$ cat src/rtl/tl_pkg.sv
`default_nettype none
// ============================================================================
// Module      : tl_pkg
// Description : Shared types and helpers for the multi-direction traffic
//               light controller: phase encoding, direction limits and a
//               round-robin index helper. FLASH exists only when
//               TL_NIGHT_MODE_EN is defined.
// Revision    : 1.0 - initial release
// ============================================================================
package tl_pkg;

    localparam int TL_DIR_MAX = 8;
    localparam int TL_DIR_W   = 3;

    typedef enum logic [2:0] {
        GREEN     = 3'd0,
        BLINK_OFF = 3'd1,
        BLINK_ON  = 3'd2,
        YELLOW    = 3'd3,
        ALL_RED   = 3'd4
`ifdef TL_NIGHT_MODE_EN
        ,
        FLASH     = 3'd5
`endif
    } tl_phase_e;

    // (idx + step) mod n, used to walk the approaches in service order
    function automatic logic [TL_DIR_W-1:0] tl_rr_next(
        input logic [TL_DIR_W-1:0] idx,
        input int unsigned         step,
        input int unsigned         n
    );
        return TL_DIR_W'((32'(idx) + step) % n);
    endfunction

endpackage
`default_nettype wire

$ cat src/rtl/tl_phase_timer.sv
`default_nettype none
// ============================================================================
// Module      : tl_phase_timer
// Description : Loadable phase counter. Counts 1,2,3,... and flags done when
//               the count equals the current phase limit; load restarts at 1.
// Revision    : 1.0 - initial release
// ============================================================================
module tl_phase_timer #(
    parameter int CW = 12
) (
    input  logic          clk,
    input  logic          rst,
    input  logic          load_i,
    input  logic [CW-1:0] limit_i,
    output logic          done_o
);

    logic [CW-1:0] cnt_q;

    // Counter restarts at 1 on reset or on every phase change
    always_ff @(posedge clk) begin
        if (rst) begin
            cnt_q <= CW'(1);
        end else if (load_i) begin
            cnt_q <= CW'(1);
        end else begin
            cnt_q <= cnt_q + 1'b1;
        end
    end

    assign done_o = (cnt_q == limit_i);

endmodule
`default_nettype wire

$ cat src/rtl/traffic_light_ctrl.sv
`default_nettype none
// ============================================================================
// Module      : traffic_light_ctrl
// Description : Round-robin intersection controller for NUM_DIR approaches.
//               Each approach runs GREEN, blink pairs, YELLOW and an all-red
//               clearance. Pending pass requests truncate green and pick the
//               next approach. Optional night flashing-yellow mode is built
//               when TL_NIGHT_MODE_EN is defined.
// Revision    : 1.0 - initial release
// ============================================================================
module traffic_light_ctrl
    import tl_pkg::*;
#(
    parameter int NUM_DIR   = 2,
    parameter int CW        = 12,
    parameter int G_CYC     = 1024,
    parameter int BLINK_CYC = 128,
    parameter int BLINK_NUM = 2,
    parameter int Y_CYC     = 512,
    parameter int AR_CYC    = 1024
) (
    input  logic               clk,
    input  logic               rst,
    input  logic [NUM_DIR-1:0] pass_i,
`ifdef TL_NIGHT_MODE_EN
    input  logic               night_i,
`endif
    output logic [NUM_DIR-1:0] r_o,
    output logic [NUM_DIR-1:0] g_o,
    output logic [NUM_DIR-1:0] y_o
);

    localparam int              BW         = (BLINK_NUM > 1) ? $clog2(BLINK_NUM) : 1;
    localparam logic [BW-1:0]   LAST_BLINK = BW'(BLINK_NUM - 1);

    // Parameter sanity: durations must be representable and non-zero
    if (NUM_DIR < 1 || NUM_DIR > TL_DIR_MAX) begin : g_bad_num_dir
        $error("NUM_DIR out of range 1..8");
    end
    if (G_CYC < 1 || G_CYC >= 2**CW || BLINK_CYC < 1 || BLINK_CYC >= 2**CW ||
        Y_CYC < 1 || Y_CYC >= 2**CW || AR_CYC < 1 || AR_CYC >= 2**CW ||
        BLINK_NUM < 0) begin : g_bad_duration
        $error("phase duration outside 1..2^CW-1");
    end

    tl_phase_e             phase_q,     phase_d;
    logic [TL_DIR_W-1:0]   active_q,    active_d;
    logic [BW-1:0]         blink_idx_q, blink_idx_d;
    logic [NUM_DIR-1:0]    pending_q,   pending_d;
`ifdef TL_NIGHT_MODE_EN
    logic                  flash_on_q,  flash_on_d;
    logic                  from_flash_q, from_flash_d;
`endif

    logic                  w_load;
    logic                  w_done;
    logic [CW-1:0]         w_limit;
    logic [NUM_DIR-1:0]    w_act_oh;
    logic [NUM_DIR-1:0]    w_green_oh;
    logic [NUM_DIR-1:0]    w_pass_eff;
    logic [TL_DIR_W-1:0]   w_scan_dir;
    logic [TL_DIR_W-1:0]   w_green_dir;
    logic [TL_DIR_W-1:0]   w_idx;
    logic                  w_trunc;

    tl_phase_timer #(
        .CW      (CW)
    ) u_timer (
        .clk     (clk),
        .rst     (rst),
        .load_i  (w_load),
        .limit_i (w_limit),
        .done_o  (w_done)
    );

    // Duration of the phase currently being timed
    always_comb begin
        w_limit = CW'(G_CYC);
        case (phase_q)
            GREEN:     w_limit = CW'(G_CYC);
            BLINK_OFF: w_limit = CW'(BLINK_CYC);
            BLINK_ON:  w_limit = CW'(BLINK_CYC);
            YELLOW:    w_limit = CW'(Y_CYC);
            ALL_RED:   w_limit = CW'(AR_CYC);
`ifdef TL_NIGHT_MODE_EN
            FLASH:     w_limit = CW'(BLINK_CYC);
`endif
            default:   w_limit = CW'(G_CYC);
        endcase
    end

    // Next approach: first pending one after active in ring order, else active+1
    always_comb begin
        w_scan_dir = tl_rr_next(active_q, 1, NUM_DIR);
        w_idx      = '0;
        for (int k = NUM_DIR; k >= 1; k--) begin
            w_idx = tl_rr_next(active_q, $unsigned(k), NUM_DIR);
            for (int i = 0; i < NUM_DIR; i++) begin
                if (w_idx == TL_DIR_W'(i) && pending_q[i]) begin
                    w_scan_dir = w_idx;
                end
            end
        end
`ifdef TL_NIGHT_MODE_EN
        w_green_dir = from_flash_q ? '0 : w_scan_dir;
`else
        w_green_dir = w_scan_dir;
`endif
    end

    // One-hot views of the active and next-green approaches, plus request masking
    always_comb begin
        for (int i = 0; i < NUM_DIR; i++) begin
            w_act_oh[i]   = (active_q    == TL_DIR_W'(i));
            w_green_oh[i] = (w_green_dir == TL_DIR_W'(i));
        end
        w_pass_eff = pass_i & ~((phase_q == GREEN) ? w_act_oh : '0);
        w_trunc    = |(pending_q & ~w_act_oh);
    end

    // Phase sequencing: night overrides truncation, which overrides the timer
    always_comb begin
        phase_d      = phase_q;
        active_d     = active_q;
        blink_idx_d  = blink_idx_q;
        pending_d    = pending_q | w_pass_eff;
        w_load       = 1'b0;
`ifdef TL_NIGHT_MODE_EN
        flash_on_d   = flash_on_q;
        from_flash_d = from_flash_q;
        if (night_i) begin
            if (phase_q != FLASH) begin
                phase_d    = FLASH;
                flash_on_d = 1'b1;
                pending_d  = '0;
                w_load     = 1'b1;
            end else if (w_done) begin
                flash_on_d = ~flash_on_q;
                w_load     = 1'b1;
            end
        end else if (phase_q == FLASH) begin
            phase_d      = ALL_RED;
            from_flash_d = 1'b1;
            w_load       = 1'b1;
        end else
`endif
        begin
            case (phase_q)
                GREEN: begin
                    if (w_trunc) begin
                        phase_d = YELLOW;
                        w_load  = 1'b1;
                    end else if (w_done) begin
                        phase_d     = (BLINK_NUM == 0) ? YELLOW : BLINK_OFF;
                        blink_idx_d = '0;
                        w_load      = 1'b1;
                    end
                end
                BLINK_OFF: begin
                    if (w_done) begin
                        phase_d = BLINK_ON;
                        w_load  = 1'b1;
                    end
                end
                BLINK_ON: begin
                    if (w_done) begin
                        if (blink_idx_q == LAST_BLINK) begin
                            phase_d = YELLOW;
                        end else begin
                            phase_d     = BLINK_OFF;
                            blink_idx_d = blink_idx_q + 1'b1;
                        end
                        w_load = 1'b1;
                    end
                end
                YELLOW: begin
                    if (w_done) begin
                        phase_d = ALL_RED;
                        w_load  = 1'b1;
                    end
                end
                ALL_RED: begin
                    if (w_done) begin
                        phase_d   = GREEN;
                        active_d  = w_green_dir;
                        pending_d = (pending_q | w_pass_eff) & ~w_green_oh;
`ifdef TL_NIGHT_MODE_EN
                        from_flash_d = 1'b0;
`endif
                        w_load    = 1'b1;
                    end
                end
                default: begin
                    phase_d = GREEN;
                    w_load  = 1'b1;
                end
            endcase
        end
    end

    // State registers with synchronous reset to green on approach 0
    always_ff @(posedge clk) begin
        if (rst) begin
            phase_q      <= GREEN;
            active_q     <= '0;
            blink_idx_q  <= '0;
            pending_q    <= '0;
`ifdef TL_NIGHT_MODE_EN
            flash_on_q   <= 1'b0;
            from_flash_q <= 1'b0;
`endif
        end else begin
            phase_q      <= phase_d;
            active_q     <= active_d;
            blink_idx_q  <= blink_idx_d;
            pending_q    <= pending_d;
`ifdef TL_NIGHT_MODE_EN
            flash_on_q   <= flash_on_d;
            from_flash_q <= from_flash_d;
`endif
        end
    end

    // Lamp decode from registered state only; idle approaches hold red
    always_comb begin
        r_o = '1;
        g_o = '0;
        y_o = '0;
        for (int i = 0; i < NUM_DIR; i++) begin
            if (active_q == TL_DIR_W'(i)) begin
                r_o[i] = 1'b0;
                case (phase_q)
                    GREEN, BLINK_ON: g_o[i] = 1'b1;
                    YELLOW:          y_o[i] = 1'b1;
                    ALL_RED:         r_o[i] = 1'b1;
                    default:         r_o[i] = 1'b0;
                endcase
            end
        end
`ifdef TL_NIGHT_MODE_EN
        if (phase_q == FLASH) begin
            r_o = '0;
            g_o = '0;
            y_o = {NUM_DIR{flash_on_q}};
        end
`endif
    end

endmodule
`default_nettype wire

$ cat config.mk
export PLATFORM = sky130hd
export DESIGN_NAME = traffic_light_ctrl
export DESIGN_NICKNAME = d
export VERILOG_FILES = /design/src/rtl/tl_pkg.sv /design/src/rtl/tl_phase_timer.sv /design/src/rtl/traffic_light_ctrl.sv
export SDC_FILE = /design/constraint.sdc
export NUM_CORES = 1
export LEC_CHECK = 0
export BUFFER_PORTS_ARGS = -buffer_cell sky130_fd_sc_hd__clkbuf_2
export CAP_MARGIN = 20
export CORE_UTILIZATION = 39
export DETAILED_ROUTE_END_ITERATION = 10
export PLACE_DENSITY_LB_ADDON = 0.1
export SYNTH_ARGS = -nofsm -noshare
export SYNTH_HDL_FRONTEND = slang
export SYNTH_SLANG_ARGS = --single-unit
export TNS_END_PERCENT = 50
$ cat constraint.sdc
create_clock -name clk -period 4.9 [get_ports clk]
set_input_delay 0.735 -clock clk [delete_from_list [all_inputs] [get_ports clk]]
set_output_delay 0.735 -clock clk [all_outputs]
set_load 0.1 [all_outputs]
==> results.tsv <==
metric	value	unit
CTS Buf Count	3	
final instance area	1067	µm²
largest area contributor in the netlist	dfxtp_1	
wire length of the first global-routing pass	3180	µm
Max Freq	357.3	MHz
DR WL met2	740	µm
Die Height	52.54	µm
initial antenna violation count	0	
I/O pins	10	
first drt pass iteration count	4	
PostCTS Resize Cnt	0	
Post-DRT Antenna Nets	0	
Synth area leaders	dfxtp_1, nor2_1, xnor2_1, xor2_1, a21oi_1	
global route overflow	0	
XOR/XNOR share of the synthesized area	10.55	%
Power, Total	331.4	µW
largest net degree at the start of global routing	14	
Antenna Cells	0	
fraction of layout cells with a size suffix above 1	13.49	%
final setup fails	0	
Layout Area Growth over Synthesis	7.160	%
HP Start	blink_idx_q$_SDFFE_PP0P_	
uppermost layer routed	met4	
hold_buf cts	0	
gr usage total	15.66	%
Sink Count	19	
main flop type after synthesis	dfxtp_1	
worst hold endpoint	blink_idx_q$_SDFFE_PP0P_	
drt drc	0	
Compound-Gate Fraction of Synth Area	13.82	%
vias	798	
Syn Area/Cell	8.300	µm²
Hold WC Path Type	register to register	
unrepaired setup endpoints after global routing	false	
hold path depth	2	
critical path class	register to register	
simple logic cell fraction of the synthesized area	28.02	%
clk slew on worst S/H paths	120	ps
ratio of final minimum period to clock period	57.12	%
Post-DP Area	1040	µm²
top-area cell type share of the netlist area	38.19	%
dpl hpwl	1344	µm
Ys Warns	0	
EDFF count, synth	0	
final WL	1792	µm
final hold vios	0	
Port Buffer Count	9	
Final min period	2799	ps
status	finished, final reports clean	
Synth Area in Adders	2.513	%
Finished Layout Cells	154	
H-tree depth	1	
setup TNS	0	ps
Starting DRT DRC Count	3	
Layout Nets	133	
core outline area	2318	µm²
mux contribution to synthesized area	1.005	%
arrival time of the worst setup path	3000	ps
Seq/Total Area, Yosys	38.19	%
die width	52.54	µm
flop-to-flop setup slack	2100	ps
Distinct cells, synth	33	
vias in the first global route	729	
worst skew pair latency	300	ps
reg2reg start	phase_q[0]$_SDFFE_PP0P_	
met3 wire len	40	µm
asr flop ratio synth	0	%
CTS root buffer	clkbuf_4	
M1 wire length	981	µm
worst-path fanout max	13	
syn nets	126	
Setup Buffers After CTS	0	
critical path endpoint category	register	
Max clock buf depth	2	
Yosys reg bits	19	
Fin Clk Skew	7.121	ps
pwr/cell area	310.6	nW/µm²
Via density	5.182	
max_slew headroom	37.77	%
die area	2760	µm²
Initial Utilization	42.96	%
Cell Rows	17	
Worst Reg2Reg Path Length in Cells	5	
slew at the pin with the worst max-slew slack	932.5	ps
RePlAce Congestion	0.7525	
required time of the critical path	5100	ps
placed cells	150	
Critical Path Source Type	register	
leak pwr	0.4081	nW
Pins Over Slew Limit	0	
Synth Instances	120	
max-cap violations	0	
largest family of logic cells by synthesized area	simple AND/OR/NAND/NOR gates	
Avg WL per Cell	11.64	µm
Mapped Area	996.0	µm²
VDD IR max	0.1297	mV
TritonCTS clock tree	yes	
minimum hold slack	486.1	ps
Worst R2R End	u_timer.cnt_q[0]$_SDFF_PP1_	
## cell usage after synthesis (2+ instances only)
cell / n
dfxtp_1: 19
nor2_1: 17
nand2_1: 9
a21oi_1: 8
inv_1: 6
xnor2_1: 6
xor2_1: 6
buf_2: 5
nand3_1: 5
nor2b_1: 5
nor3_1: 5
and3_1: 3
nand3b_1: 3
a211oi_1: 2
ha_1: 2
or4_1: 2
## kinds of logic (layout without fill, tap and decap cells)
group	after synthesis	after routing
simple gates	55	55
flops	19	19
compound gates	18	18
buf+inv	13	19
xor+xnor	12	12
fa+ha+maj	2	2
mux	1	1
## critical path, stage by stage (launching register included)
cell and delay (ps):
dfxtp_1 600, nor2_1 140, o211a_1 230, o2111ai_1 750, nand3b_1 540, or2_2 440
## metal layers
layer	up-vias	track usage, %
met5	-	0
met4	0	7.895
met3	4	3.478
met2	8	22.57
met1	362	21.59
li1	424	-
## flip-flops by register name, summed over array words and instances (netlist names)
| name | count |
|---|---|
| active_q | 1 |
| phase_q | 3 |
| pending_q | 2 |
| blink_idx_q | 1 |
| u_timer.cnt_q | 12 |
## area by class of cell
| class | count | area, µm² |
|---|---|---|
| Tap cell | 28 | 35.03 |
| Multi-Input combinational cell | 88 | 556.8 |
| Clock inverter | 1 | 5.005 |
| Sequential cell | 19 | 380.4 |
| Timing Repair Buffer | 9 | 45.04 |
| Clock buffer | 3 | 22.52 |
| Fill cell | 237 | 1251 |
| Inverter | 6 | 22.52 |
## cells in the final DEF (no fill, tap or decap), types with 2 or more instances in the layout
cell type | netlist | routed
xor2_1 | 6 | 6
clkbuf_2 | 0 | 9
nand3_1 | 5 | 5
clkbuf_4 | 0 | 3
a21oi_1 | 8 | 8
nand3b_1 | 3 | 3
nand2_1 | 9 | 9
a211oi_1 | 2 | 2
nor2b_1 | 5 | 5
nor3_1 | 5 | 5
and3_1 | 3 | 3
xnor2_1 | 6 | 6
nor2_1 | 17 | 17
or4_1 | 2 | 2
ha_1 | 2 | 2
dfxtp_1 | 19 | 19
inv_1 | 6 | 6
## power by group
| part | leakage, nW | switching, mW | total (mW) | internal, mW |
|---|---|---|---|---|
| registers | 0.155 | 0.0152 | 0.179 | 0.164 |
| clock network | 0.0177 | 0.0509 | 0.0814 | 0.0304 |
| logic | 0.236 | 0.0453 | 0.0706 | 0.0253 |
| total | 0.408 | 0.111 | 0.331 | 0.220 |
## worst max path at each step
stage,startpoint,endpoint,slack [ps],cells past startpoint
6_report,phase_q[0]$_SDFFE_PP0P_,u_timer.cnt_q[0]$_SDFF_PP1_,2100,5
5_1_grt,phase_q[0]$_SDFFE_PP0P_,u_timer.cnt_q[0]$_SDFF_PP1_,1790,5
4_1_cts,phase_q[0]$_SDFFE_PP0P_,u_timer.cnt_q[0]$_SDFF_PP1_,2100,5
3_5_place_dp,phase_q[0]$_SDFFE_PP0P_,u_timer.cnt_q[0]$_SDFF_PP1_,2110,5
3_3_place_gp,phase_q[0]$_SDFFE_PP0P_,u_timer.cnt_q[0]$_SDFF_PP1_,2180,5
2_1_floorplan,active_q[0]$_SDFFE_PP0P_,g_o[1],1560,3
## through the flow
step	setup WS, ps	util [%]
after floorplan	1562	-
after global placement	2181	44.85
after detailed placement	2109	44.85
after CTS	2095	46.03
after global routing	1792	46.03
final	2101	46.03
(Power assumes the default switching activity.)
